$ cat config.mk
export PLATFORM = sky130hd
export DESIGN_NAME = new_usb_edlistscheduler
export DESIGN_NICKNAME = d
export VERILOG_FILES = /design/src/rtl/new_usb_ohci_pkg.sv /design/src/rtl/new_usb_edlistscheduler.sv
export SDC_FILE = /design/constraint.sdc
export NUM_CORES = 1
export LEC_CHECK = 0
export BUFFER_PORTS_ARGS = -buffer_cell sky130_fd_sc_hd__buf_4
export CAP_MARGIN = 20
export CORE_ASPECT_RATIO = 1.75
export CORE_MARGIN = 8
export CORE_UTILIZATION = 50
export DETAILED_ROUTE_END_ITERATION = 10
export PLACE_DENSITY = 0.74
export SYNTH_ARGS = -nofsm -noshare
export SYNTH_HDL_FRONTEND = slang
export SYNTH_SLANG_ARGS = --single-unit
export TNS_END_PERCENT = 20
$ cat constraint.sdc
create_clock -name clk_i -period 6.4 [get_ports clk_i]
set_input_delay 0.32 -clock clk_i [delete_from_list [all_inputs] [get_ports clk_i]]
set_output_delay 0.32 -clock clk_i [all_outputs]
set_load 0.1 [all_outputs]
$ cat src/rtl/new_usb_ohci_pkg.sv
// Shared types for the OHCI endpoint-descriptor list scheduler.
package new_usb_ohci_pkg;

    localparam int ED_ADDR_W = 28;

    typedef enum logic [1:0] {
        LIST_NONE     = 2'd0,
        LIST_PERIODIC = 2'd1,
        LIST_CONTROL  = 2'd2,
        LIST_BULK     = 2'd3
    } ed_list_e;

    typedef enum logic [1:0] {
        ST_IDLE  = 2'd0,
        ST_FETCH = 2'd1,
        ST_WAIT  = 2'd2,
        ST_SERVE = 2'd3
    } sched_state_e;

    function automatic logic [31:0] ed_fetch_addr(input logic [ED_ADDR_W-1:0] ptr);
        return {ptr, 4'b0000};
    endfunction

    // After the periodic list, go back to the interrupted list if it is still live.
    function automatic ed_list_e resume_list(input ed_list_e pref, input logic ctrl_ok,
                                             input logic bulk_ok);
        ed_list_e sel;
        if (pref == LIST_CONTROL && ctrl_ok) begin
            sel = LIST_CONTROL;
        end else if (pref == LIST_BULK && bulk_ok) begin
            sel = LIST_BULK;
        end else if (ctrl_ok) begin
            sel = LIST_CONTROL;
        end else if (bulk_ok) begin
            sel = LIST_BULK;
        end else begin
            sel = LIST_NONE;
        end
        return sel;
    endfunction

endpackage

$ cat src/rtl/new_usb_edlistscheduler.sv
// OHCI ED list scheduler: picks periodic/control/bulk list, issues ED fetches
// to the DMA and signals context switches around the ED output queue.
module new_usb_edlistscheduler
    import new_usb_ohci_pkg::*;
(
    input  logic                 clk_i,
    input  logic                 rst_ni,
    input  logic                 sof_i,
    input  logic                 periodic_en_i,
    input  logic                 control_en_i,
    input  logic                 bulk_en_i,
    input  logic                 clf_i,
    input  logic                 blf_i,
    output logic                 clf_clear_o,
    output logic                 blf_clear_o,
    input  logic [1:0]           cbsr_i,
    input  logic [ED_ADDR_W-1:0] periodic_head_i,
    input  logic [ED_ADDR_W-1:0] control_head_i,
    input  logic [ED_ADDR_W-1:0] bulk_head_i,
    input  logic [ED_ADDR_W-1:0] ed_next_i,
    input  logic                 secondin_loaded_i,
    input  logic                 secondin_valid_i,
    input  logic                 empty_secondin_i,
    input  logic                 pop_i,
    output logic                 req_valid_o,
    input  logic                 req_ready_i,
    output logic [31:0]          req_addr_o,
    output logic                 context_switch_np2p_o,
    output logic                 context_switch_p2np_o,
    output logic                 context_switch_o,
    output logic [1:0]           list_o,
    output logic                 frame_overrun_o
);

    sched_state_e         state_r, state_n;
    logic [ED_ADDR_W-1:0] ctrl_ptr_r, ctrl_ptr_n;
    logic [ED_ADDR_W-1:0] bulk_ptr_r, bulk_ptr_n;
    logic [ED_ADDR_W-1:0] per_ptr_r, per_ptr_n;
    logic                 ctrl_active_r, ctrl_active_n;
    logic                 bulk_active_r, bulk_active_n;
    logic [2:0]           ratio_cnt_r, ratio_cnt_n;
    ed_list_e             np_list_r, np_list_n;
    ed_list_e             list_r, list_n;
    logic                 stash_valid_r, stash_valid_n;
    logic                 sof_pend_r, sof_pend_n;
    logic                 req_valid_r, req_valid_n;
    logic [31:0]          req_addr_r, req_addr_n;
    logic                 clf_clear_r, clf_clear_n;
    logic                 blf_clear_r, blf_clear_n;
    logic                 np2p_r, np2p_n;
    logic                 p2np_r, p2np_n;
    logic                 cs_r;
    logic                 overrun_r, overrun_n;

    logic                 sof_evt_s;
    logic                 start_c_s;
    logic                 start_b_s;
    logic                 take_sof_s;
    logic                 advance_s;
    logic                 route_s;
    logic                 fetch_s;
    logic [ED_ADDR_W-1:0] fetch_ptr_s;
    logic                 ctrl_ok_s;
    logic                 bulk_ok_s;
    logic [2:0]           rc_s;
    ed_list_e             sel_s;

    // A frame start only matters when periodic work is enabled or already running.
    assign sof_evt_s = sof_i & (periodic_en_i | (list_r == LIST_PERIODIC));
    assign start_c_s = control_en_i & clf_i;
    assign start_b_s = bulk_en_i & blf_i;

    // Next-state computation for the list traversal sequencer
    always_comb begin
        state_n       = state_r;
        ctrl_ptr_n    = ctrl_ptr_r;
        bulk_ptr_n    = bulk_ptr_r;
        per_ptr_n     = per_ptr_r;
        ctrl_active_n = ctrl_active_r;
        bulk_active_n = bulk_active_r;
        ratio_cnt_n   = ratio_cnt_r;
        np_list_n     = np_list_r;
        list_n        = list_r;
        stash_valid_n = stash_valid_r;
        sof_pend_n    = sof_pend_r | sof_evt_s;
        req_valid_n   = req_valid_r;
        req_addr_n    = req_addr_r;
        clf_clear_n   = 1'b0;
        blf_clear_n   = 1'b0;
        np2p_n        = 1'b0;
        p2np_n        = 1'b0;
        overrun_n     = 1'b0;
        take_sof_s    = 1'b0;
        advance_s     = 1'b0;
        route_s       = 1'b0;
        fetch_s       = 1'b0;
        fetch_ptr_s   = {ED_ADDR_W{1'b0}};
        ctrl_ok_s     = 1'b0;
        bulk_ok_s     = 1'b0;
        rc_s          = ratio_cnt_r;
        sel_s         = LIST_NONE;

        case (state_r)
            ST_IDLE: begin
                if (sof_pend_n) begin
                    take_sof_s = 1'b1;
                end else if (start_c_s || start_b_s) begin
                    if (start_c_s) begin
                        ctrl_active_n = 1'b1;
                        clf_clear_n   = 1'b1;
                        ctrl_ptr_n    = control_head_i;
                    end else begin
                        ctrl_active_n = ctrl_active_r;
                    end
                    if (start_b_s) begin
                        bulk_active_n = 1'b1;
                        blf_clear_n   = 1'b1;
                        bulk_ptr_n    = bulk_head_i;
                    end else begin
                        bulk_active_n = bulk_active_r;
                    end
                    if (start_c_s) begin
                        sel_s       = LIST_CONTROL;
                        fetch_ptr_s = control_head_i;
                    end else begin
                        sel_s       = LIST_BULK;
                        fetch_ptr_s = bulk_head_i;
                    end
                    list_n    = sel_s;
                    np_list_n = sel_s;
                    fetch_s   = 1'b1;
                end else begin
                    state_n = ST_IDLE;
                end
            end
            ST_FETCH: begin
                if (req_ready_i) begin
                    req_valid_n = 1'b0;
                    state_n     = ST_WAIT;
                end else begin
                    req_valid_n = 1'b1;
                end
            end
            ST_WAIT: begin
                if (secondin_loaded_i) begin
                    if (sof_pend_n) begin
                        take_sof_s = 1'b1;
                    end else begin
                        state_n = ST_SERVE;
                    end
                end else begin
                    state_n = ST_WAIT;
                end
            end
            ST_SERVE: begin
                if (pop_i || empty_secondin_i) begin
                    advance_s = 1'b1;
                end else if (sof_pend_n) begin
                    take_sof_s = 1'b1;
                end else begin
                    state_n = ST_SERVE;
                end
            end
            default: begin
                state_n = ST_IDLE;
            end
        endcase

        if (advance_s) begin
            if (list_r == LIST_PERIODIC) begin
                per_ptr_n = ed_next_i;
                if (ed_next_i != {ED_ADDR_W{1'b0}}) begin
                    fetch_s     = 1'b1;
                    fetch_ptr_s = ed_next_i;
                end else begin
                    p2np_n        = 1'b1;
                    ctrl_ok_s     = ctrl_active_r & control_en_i;
                    bulk_ok_s     = bulk_active_r & bulk_en_i;
                    ctrl_active_n = ctrl_ok_s;
                    bulk_active_n = bulk_ok_s;
                    if (stash_valid_r) begin
                        // Queue re-presents the stashed nonperiodic ED; nothing to fetch.
                        stash_valid_n = 1'b0;
                        list_n        = np_list_r;
                        state_n       = ST_SERVE;
                    end else begin
                        sel_s   = resume_list(np_list_r, ctrl_ok_s, bulk_ok_s);
                        route_s = 1'b1;
                    end
                end
            end else begin
                ctrl_ok_s = ctrl_active_r;
                bulk_ok_s = bulk_active_r;
                if (list_r == LIST_CONTROL) begin
                    if (rc_s != 3'd7) begin
                        rc_s = rc_s + 3'd1;
                    end else begin
                        rc_s = 3'd7;
                    end
                    if (ed_next_i != {ED_ADDR_W{1'b0}}) begin
                        ctrl_ptr_n = ed_next_i;
                    end else begin
                        ctrl_ptr_n = control_head_i;
                        if (clf_i) begin
                            clf_clear_n = 1'b1;
                        end else begin
                            ctrl_ok_s = 1'b0;
                        end
                    end
                end else if (list_r == LIST_BULK) begin
                    if (ed_next_i != {ED_ADDR_W{1'b0}}) begin
                        bulk_ptr_n = ed_next_i;
                    end else begin
                        bulk_ptr_n = bulk_head_i;
                        if (blf_i) begin
                            blf_clear_n = 1'b1;
                        end else begin
                            bulk_ok_s = 1'b0;
                        end
                    end
                end else begin
                    rc_s = ratio_cnt_r;
                end
                ctrl_ok_s     = ctrl_ok_s & control_en_i;
                bulk_ok_s     = bulk_ok_s & bulk_en_i;
                ctrl_active_n = ctrl_ok_s;
                bulk_active_n = bulk_ok_s;
                if ((rc_s > {1'b0, cbsr_i}) && bulk_ok_s) begin
                    sel_s = LIST_BULK;
                    rc_s  = 3'd0;
                end else if (ctrl_ok_s) begin
                    sel_s = LIST_CONTROL;
                end else if (bulk_ok_s) begin
                    sel_s = LIST_BULK;
                end else begin
                    sel_s = LIST_NONE;
                end
                ratio_cnt_n = rc_s;
                route_s     = 1'b1;
            end
        end else begin
            route_s = 1'b0;
        end

        if (route_s) begin
            list_n = sel_s;
            case (sel_s)
                LIST_CONTROL: begin
                    fetch_s     = 1'b1;
                    fetch_ptr_s = ctrl_ptr_n;
                    np_list_n   = LIST_CONTROL;
                end
                LIST_BULK: begin
                    fetch_s     = 1'b1;
                    fetch_ptr_s = bulk_ptr_n;
                    np_list_n   = LIST_BULK;
                end
                default: begin
                    state_n = ST_IDLE;
                end
            endcase
        end else begin
            list_n = list_n;
        end

        if (take_sof_s) begin
            sof_pend_n = 1'b0;
            if (list_r == LIST_PERIODIC) begin
                overrun_n = 1'b1;
            end else begin
                np2p_n        = 1'b1;
                stash_valid_n = secondin_valid_i;
            end
            per_ptr_n   = periodic_head_i;
            list_n      = LIST_PERIODIC;
            fetch_s     = 1'b1;
            fetch_ptr_s = periodic_head_i;
        end else begin
            sof_pend_n = sof_pend_n;
        end

        // A pending frame start wins over a freshly selected nonperiodic fetch.
        if (fetch_s) begin
            if (sof_pend_n) begin
                state_n = ST_IDLE;
            end else begin
                state_n     = ST_FETCH;
                req_valid_n = 1'b1;
                req_addr_n  = ed_fetch_addr(fetch_ptr_s);
            end
        end else begin
            req_addr_n = req_addr_r;
        end
    end

    // State, pointers and registered outputs
    always_ff @(posedge clk_i or negedge rst_ni) begin
        if (!rst_ni) begin
            state_r       <= ST_IDLE;
            ctrl_ptr_r    <= {ED_ADDR_W{1'b0}};
            bulk_ptr_r    <= {ED_ADDR_W{1'b0}};
            per_ptr_r     <= {ED_ADDR_W{1'b0}};
            ctrl_active_r <= 1'b0;
            bulk_active_r <= 1'b0;
            ratio_cnt_r   <= 3'd0;
            np_list_r     <= LIST_NONE;
            list_r        <= LIST_NONE;
            stash_valid_r <= 1'b0;
            sof_pend_r    <= 1'b0;
            req_valid_r   <= 1'b0;
            req_addr_r    <= 32'd0;
            clf_clear_r   <= 1'b0;
            blf_clear_r   <= 1'b0;
            np2p_r        <= 1'b0;
            p2np_r        <= 1'b0;
            cs_r          <= 1'b0;
            overrun_r     <= 1'b0;
        end else begin
            state_r       <= state_n;
            ctrl_ptr_r    <= ctrl_ptr_n;
            bulk_ptr_r    <= bulk_ptr_n;
            per_ptr_r     <= per_ptr_n;
            ctrl_active_r <= ctrl_active_n;
            bulk_active_r <= bulk_active_n;
            ratio_cnt_r   <= ratio_cnt_n;
            np_list_r     <= np_list_n;
            list_r        <= list_n;
            stash_valid_r <= stash_valid_n;
            sof_pend_r    <= sof_pend_n;
            req_valid_r   <= req_valid_n;
            req_addr_r    <= req_addr_n;
            clf_clear_r   <= clf_clear_n;
            blf_clear_r   <= blf_clear_n;
            np2p_r        <= np2p_n;
            p2np_r        <= p2np_n;
            cs_r          <= np2p_n | p2np_n;
            overrun_r     <= overrun_n;
        end
    end

    assign clf_clear_o           = clf_clear_r;
    assign blf_clear_o           = blf_clear_r;
    assign req_valid_o           = req_valid_r;
    assign req_addr_o            = req_addr_r;
    assign context_switch_np2p_o = np2p_r;
    assign context_switch_p2np_o = p2np_r;
    assign context_switch_o      = cs_r;
    assign list_o                = list_r;
    assign frame_overrun_o       = overrun_r;

endmodule

==> impl_metrics.env, run 1 <==
export IMPL_synth_top_cell_by_area="dfrtp_1"
export IMPL_route_vias_total=5855
export IMPL_drt_initial_drc_count=687
export IMPL_power_density_nw_per_um2=503
export IMPL_utilization=0.654
export IMPL_post_synth_cell_area_avg_um2=9.55
export IMPL_drv_cap=0
export IMPL_cpMostUsedCell="nor2b_1"
export IMPL_p_comb_frac=0.551
export IMPL_synth_top_area_frac=0.455
export IMPL_async_reset_ff_frac=1.00
export IMPL_wl_per_cell_um=24.3
export IMPL_switching_share=0.486
export IMPL_crit_end="req_addr_o[30]"
export IMPL_drc=0
export IMPL_ir_drop_uv=383
export IMPL_cts_sinks=104
export IMPL_worstHoldPathType="in2async"
export IMPL_fin_total_pwr_mw=3.67
export IMPL_max_stage_delay_ns=0.76
export IMPL_layout_cells_non_filler=873
export IMPL_ys_seq_area_frac=0.455
export IMPL_syn_cell_area_um2=5720
export IMPL_die_height_um=157
export IMPL_rr_worst_depth=12
export IMPL_start_util=0.512
export IMPL_crit_path_start="list_o[1]"
export IMPL_pwr_share_clk=0.154
export IMPL_clock_skew_ns=0.00630
export IMPL_rr_startpoint="list_o[1]"
export IMPL_design_area_um2=7300
export IMPL_grt_pass1_wl_um=33200
export IMPL_cts_resized=0
export IMPL_ant_nets=0
export IMPL_worstPathCellList="nor2b_1 > nand2_1 > o22ai_1 > inv_1 > ha_1 > nor2b_1 > o21ai_0 > nand4_1 > o2111a_1 > nor3_4 > a221oi_1 > o31ai_1"
export IMPL_required_ns=6.65
export IMPL_io_pins=168
export IMPL_num_rows=51
export IMPL_relSlewSlack=0.289
export IMPL_violations="negative hold slack"
export IMPL_finalCriticalPeriod_ns=3.50
export IMPL_postCtsHoldBufs=0
export IMPL_worstSetupEndpointType="flip-flop"
export IMPL_final_period_utilization=0.546
export IMPL_antenna_found_initial=1
export IMPL_htree_num_levels=3
export IMPL_slew_violations=0
export IMPL_gp_congestion=0.950
export IMPL_path_clk_slew_ns=0.07
export IMPL_fp_coreArea_um2=11200
export IMPL_wl_um=21200
export IMPL_multi_input_area_um2=2780
export IMPL_worstMarginPinSlew_ns=1.06
export IMPL_regArea_um2=2600
export IMPL_grt_pass1_vias=6105
export IMPL_die_area_um2=15200
export IMPL_final_cell_mix="buf_4 (171), dfrtp_1 (104), nand2_1 (58), nor2_1 (49), o21ai_0 (46)"
export IMPL_setup_ws_ns=2.90
export IMPL_dp_cells=856
export IMPL_cts_setup_buffers=0
export IMPL_layout_commonest_cell="buf_4"
export IMPL_dp_slack_ns=3.00
export IMPL_outcome="complete, but fails checks"
export IMPL_critPathLaunchType="flip-flop"
export IMPL_synth_area_leaders="dfrtp_1 (46%), a221o_1 (5.1%), a222oi_1 (4.7%)"
export IMPL_dp_hpwl_um=15000
export IMPL_synth_cell_types=54
export IMPL_root_buffer="clkbuf_16"
export IMPL_place_area_um2=6980
export IMPL_nFillCells=928
export IMPL_r2r_end="req_addr_o[30]"
export IMPL_clock_latency_ns=0.35
export IMPL_whs_ns=-0.00221
export IMPL_cts_tree="yes"
export IMPL_cts_made_buffers=9
export IMPL_rsz0062_at_grt="false"
export IMPL_max_clock_path_buffers=2
export IMPL_seq_power_share=0.295
export IMPL_ys_seq_elements=104
export IMPL_worst_path_max_delay_cell="nor3_4"
export IMPL_setup_viol=0
export IMPL_power_switching_mw=1.79
export IMPL_hold_violations=1
export IMPL_synth_edf_count=0
export IMPL_syn_to_final_growth_pct=27.6
export IMPL_synthCells=599
export IMPL_grt_util_all_layers=0.271
export IMPL_arrival_ns=3.75
export IMPL_first_pass_iters=7
export IMPL_viasPerCell=6.71
export IMPL_critical_path_max_fanout=19
export IMPL_p_leak_nw=3.63
export IMPL_synth_warnings=0
export IMPL_fmax_mhz=286
export IMPL_fin_nets=866
export IMPL_regToRegSetupSlack_ns=2.90
export IMPL_overflow=0
export IMPL_io_buffers=163
export IMPL_drive_gt1_frac=0.285
export IMPL_die_width_um=96.8
export IMPL_p_int_mw=1.89
export IMPL_grt_max_degree=59
export IMPL_crit_type="reg2reg"
export IMPL_synth_ff_type="dfrtp_1"
export IMPL_setup_tns_final_ns=0
[state kept, by name (all words and copies together) (netlist names), 2 cells and up]
name and count:
list_o 2, state_r 2, req_addr_o 28, bulk_ptr_r 28
np_list_r 2, ratio_cnt_r 3, ctrl_ptr_r 28
[Yosys cell counts, types with 3 or more instances]
master / count
o31ai_1: 20
a22o_1: 19
and2_1: 3
clkbuf_1: 31
a21oi_1: 14
nor2b_1: 4
a22oi_1: 19
buf_2: 10
mux2_2: 9
mux2i_1: 9
nor4_1: 7
nor3_1: 4
buf_4: 5
a21o_1: 23
nand2_1: 59
a221oi_1: 19
a221o_1: 29
dfrtp_1: 104
o21ai_0: 46
ha_1: 3
nor2_1: 51
a222oi_1: 27
o22ai_1: 3
inv_1: 41
[worst max-delay path, delay by kind of cell (launching register included)]
family	cells	cell delay (ns)
adders and majority gates	1	0.28
buffers and inverters	1	0.07
and+or+nand+nor	5	1.46
AOI/OAI and AO/OA	5	1.14
DFF	1	0.45
[routing by layer]
| metal | wire length [um] | GRT usage | vias to the layer above |
|---|---|---|---|
| li1 | - | - | 2549 |
| met1 | 7670 | 0.307 | 2871 |
| met2 | 11000 | 0.474 | 375 |
| met3 | 1800 | 0.0597 | 60 |
| met4 | 784 | 0.125 | 0 |
| met5 | 0 | 0 | - |
[power groups by stage]
| stage | registers, mW | clock network, mW | logic, mW |
|---|---|---|---|
| 2_1_floorplan | 1.62 | 0 | 0.944 |
| 3_3_place_gp | 1.08 | 0 | 1.96 |
| 3_5_place_dp | 1.09 | 0 | 2.00 |
| 4_1_cts | 1.08 | 0.566 | 2.01 |
| 5_1_grt | 1.11 | 0.600 | 2.14 |
| 6_report | 1.08 | 0.566 | 2.02 |
[layout make-up]
class                   count  share of cell area
multi-input cells         408               0.381
inverters                  41              0.0211
diodes                      1            0.000343
well taps                 132              0.0226
clock inverters             5             0.00789
flip-flops and latches    104               0.357
repair buffers            172               0.178
clock buffers              10              0.0327
[cells by family (layout without fill, tap and decap cells)]
family	Yosys count	count (layout)	share of synthesized area
adder cells (fa/ha/maj)	3	3	0.00657
AND/OR/NAND/NOR	145	145	0.113
buffers and inverters	90	228	0.0661
AO/OA/AOI/OAI	238	238	0.325
flip-flops	104	104	0.455
multiplexers	18	18	0.0335
other	1	5	0.000656
[worst min-delay path by stage]
stage	startpoint	to	slack, ns	cells past startpoint
after global placement	rst_ni	frame_overrun_o	0.39	1
final	rst_ni	frame_overrun_o	-0.002	1
after global routing	rst_ni	context_switch_p2np_o	0.05	1
after detailed placement	rst_ni	frame_overrun_o	0.39	1
after CTS	rst_ni	frame_overrun_o	0.02	1
after floorplan	rst_ni	blf_clear_o	0.02	0
(Power assumes the default switching activity.)
==> run 2: changes to the inputs <==
- ABC_AREA: unset -> 1
- CORE_UTILIZATION: 50 -> 49
- PLACE_DENSITY: 0.74 -> 0.73
- clock period: 6.4 -> 2.89 ns (I/O delays scaled with it)
==> impl_metrics.env, run 2 <==
export IMPL_synthCells=1036
export IMPL_async_reset_ff_frac=1.00
export IMPL_overflow=0
export IMPL_wl_per_cell_um=18.4
export IMPL_n_antenna_cell=0
export IMPL_die_area_um2=18500
export IMPL_worstPathCellList="inv_1 > nand2_2 > a22oi_1 > ha_1 > inv_1 > o21bai_1 > a21oi_1 > nand3_1 > nand2_1 > nand3_4 > nor2_4 > buf_12 > nand2_1 > nand3_1 > nand2_1 > nand2_1"
export IMPL_ir_drop_uv=519
export IMPL_drive_gt1_frac=0.225
export IMPL_arrival_ns=3.02
export IMPL_layout_cells_non_filler=1366
export IMPL_crit_type="reg2reg"
export IMPL_ys_seq_area_frac=0.373
export IMPL_num_rows=57
export IMPL_htree_num_levels=3
export IMPL_syn_to_final_growth_pct=25.6
export IMPL_cpMostUsedCell="nand2_1"
export IMPL_drv_cap=0
export IMPL_power_density_nw_per_um2=999
export IMPL_io_pins=168
export IMPL_route_vias_total=7637
export IMPL_required_ns=3.19
export IMPL_drt_initial_drc_count=461
export IMPL_grt_pass1_wl_um=39500
export IMPL_dp_slack_ns=0.0990
export IMPL_r2r_end="req_addr_o[8]"
export IMPL_regToRegSetupSlack_ns=0.17
export IMPL_hold_violations=0
export IMPL_post_synth_cell_area_avg_um2=6.73
export IMPL_design_area_um2=8760
export IMPL_cts_tree="yes"
export IMPL_relSlewSlack=0.563
export IMPL_worstHoldPathType="in2reg"
export IMPL_gp_congestion=0.885
export IMPL_slew_violations=0
export IMPL_worst_path_max_delay_cell="dfrtp_2"
export IMPL_syn_cell_area_um2=6980
export IMPL_whs_ns=0.0804
export IMPL_antenna_found_initial=0
export IMPL_final_cell_mix="nand2_1 (323), buf_4 (191), inv_1 (104), dfrtp_1 (102), nand3_1 (93)"
export IMPL_max_stage_delay_ns=0.47
export IMPL_min_from="control_head_i[7]"
export IMPL_final_period_utilization=0.941
export IMPL_ant_nets=0
export IMPL_synth_warnings=0
export IMPL_hold_path_end="ctrl_ptr_r[7]"
export IMPL_place_area_um2=8410
export IMPL_cts_sinks=104
export IMPL_io_buffers=163
export IMPL_grt_util_all_layers=0.268
export IMPL_hold_depth=3
export IMPL_clock_skew_ns=0.00982
export IMPL_wl_um=25100
export IMPL_clock_latency_ns=0.35
export IMPL_first_pass_iters=5
export IMPL_synth_cell_types=43
export IMPL_p_leak_nw=4.60
export IMPL_max_clock_path_buffers=2
export IMPL_synth_area_leaders="dfrtp_1 (37%), nand2_1 (17%), nand3_1 (6.7%)"
export IMPL_cts_made_buffers=9
export IMPL_synth_edf_count=0
export IMPL_path_clk_slew_ns=0.07
export IMPL_critical_path_max_fanout=21
export IMPL_finalCriticalPeriod_ns=2.72
export IMPL_worstSetupEndpointType="flip-flop"
export IMPL_worstMarginPinSlew_ns=0.654
export IMPL_outcome="completed"
export IMPL_die_width_um=106
export IMPL_fin_nets=1314
export IMPL_viasPerCell=5.59
export IMPL_drc=0
export IMPL_root_buffer="clkbuf_16"
export IMPL_synth_ff_type="dfrtp_1"
export IMPL_grt_pass1_vias=7732
export IMPL_fmax_mhz=368
export IMPL_dp_cells=1348
export IMPL_utilization=0.630
export IMPL_fp_coreArea_um2=13900
export IMPL_synth_top_cell_by_area="dfrtp_1"
export IMPL_synth_top_area_frac=0.373
export IMPL_dp_hpwl_um=17600
export IMPL_die_height_um=174
export IMPL_ys_seq_elements=104
export IMPL_rr_startpoint="list_o[0]"
export IMPL_cts_setup_buffers=0
export IMPL_setup_ws_ns=0.171
export IMPL_rr_worst_depth=16
export IMPL_start_util=0.502
export IMPL_synthTopCellsByCount="nand2_1 (324), dfrtp_1 (104), inv_1 (104)"
export IMPL_layout_commonest_cell="nand2_1"
export IMPL_grt_max_degree=51
export IMPL_synth_most_common_cell="nand2_1"
export IMPL_setup_viol=0
export IMPL_critPathLaunchType="flip-flop"
[run 2: changes by cell type in the layout (fill, tap and decap cells not counted), sizes merged, moves of 23 or more]
cell / previous run / this run
nand2: 59 / 331
nor2: 52 / 77
inv: 41 / 117
o21ai: 47 / 128
buf: 172 / 196
a21o: 23 / 0
a222oi: 27 / 0
nand3: 2 / 95
a221o: 29 / 0
[run 2: metrics by stage]
stage | setup TNS, ns | total power, mW
finish | 0 | 8.75
global route | -0.0246 | 9.30
CTS | 0 | 8.75
detailed placement | 0 | 7.40
global placement | 0 | 7.32
floorplan | 0 | 6.06
[run 2: worst max path at each step]
stage                          from              to  slack [ns]  depth (start not counted)
final                     list_o[0]   req_addr_o[8]        0.17                         16
after global routing      list_o[0]  req_addr_o[26]       -0.02                         15
after CTS                 list_o[0]   req_addr_o[8]        0.08                         16
after detailed placement  list_o[0]  req_addr_o[26]         0.1                         15
after global placement    list_o[0]   req_addr_o[8]         0.1                         16
after floorplan           list_o[0]  req_addr_o[28]        0.25                         17
[run 2: cell families (layout without fill, tap and decap cells)]
| group | after synthesis | in the layout | share of synthesized area |
|---|---|---|---|
| AND/OR/NAND/NOR | 528 | 528 | 0.323 |
| adder cells (fa/ha/maj) | 3 | 3 | 0.00538 |
| buffers and inverters | 181 | 331 | 0.112 |
| flip-flops | 104 | 104 | 0.373 |
| other | 1 | 4 | 0.000538 |
| AO/OA/AOI/OAI | 219 | 219 | 0.186 |
[run 2: layout make-up]
type                            instances  area [um^2]
Sequential cell                       104         2610
Clock inverter                          5         81.3
Timing Repair Buffer                  198         1550
Inverter                              117          442
Tap cell                              177          221
Clock buffer                           11          233
Fill cell                            1365         5150
Multi-Input combinational cell        754         3630
[run 2: worst max-delay path, delay by kind of cell (launching register included)]
kind | cells | cell delay (ns)
compound gates | 3 | 0.53
buf+inv | 3 | 0.35
flops | 1 | 0.47
simple gates | 9 | 0.99
fa+ha+maj | 1 | 0.29
[run 2: layer usage]
| metal | global-route usage | part of all wire |
|---|---|---|
| met5 | 0 | 0 |
| met4 | 0.155 | 0.044 |
| met3 | 0.0488 | 0.075 |
| met2 | 0.468 | 0.52 |
| met1 | 0.294 | 0.36 |
[run 2: repair_timing]
item,4_1_cts,5_1_grt
endpoints found under the hold margin,34,0
hold buffers,2,0
resized for setup,0,6
endpoints found under the setup margin,0,28
[run 2: power by group]
| group | switching, mW | total [mW] | leakage, nW | internal [mW] |
|---|---|---|---|---|
| combinational | 3.57 | 5.05 | 3.17 | 1.48 |
| clock | 0.574 | 1.34 | 0.150 | 0.762 |
| sequential | 0.262 | 2.36 | 1.28 | 2.10 |
| total | 4.41 | 8.75 | 4.60 | 4.35 |
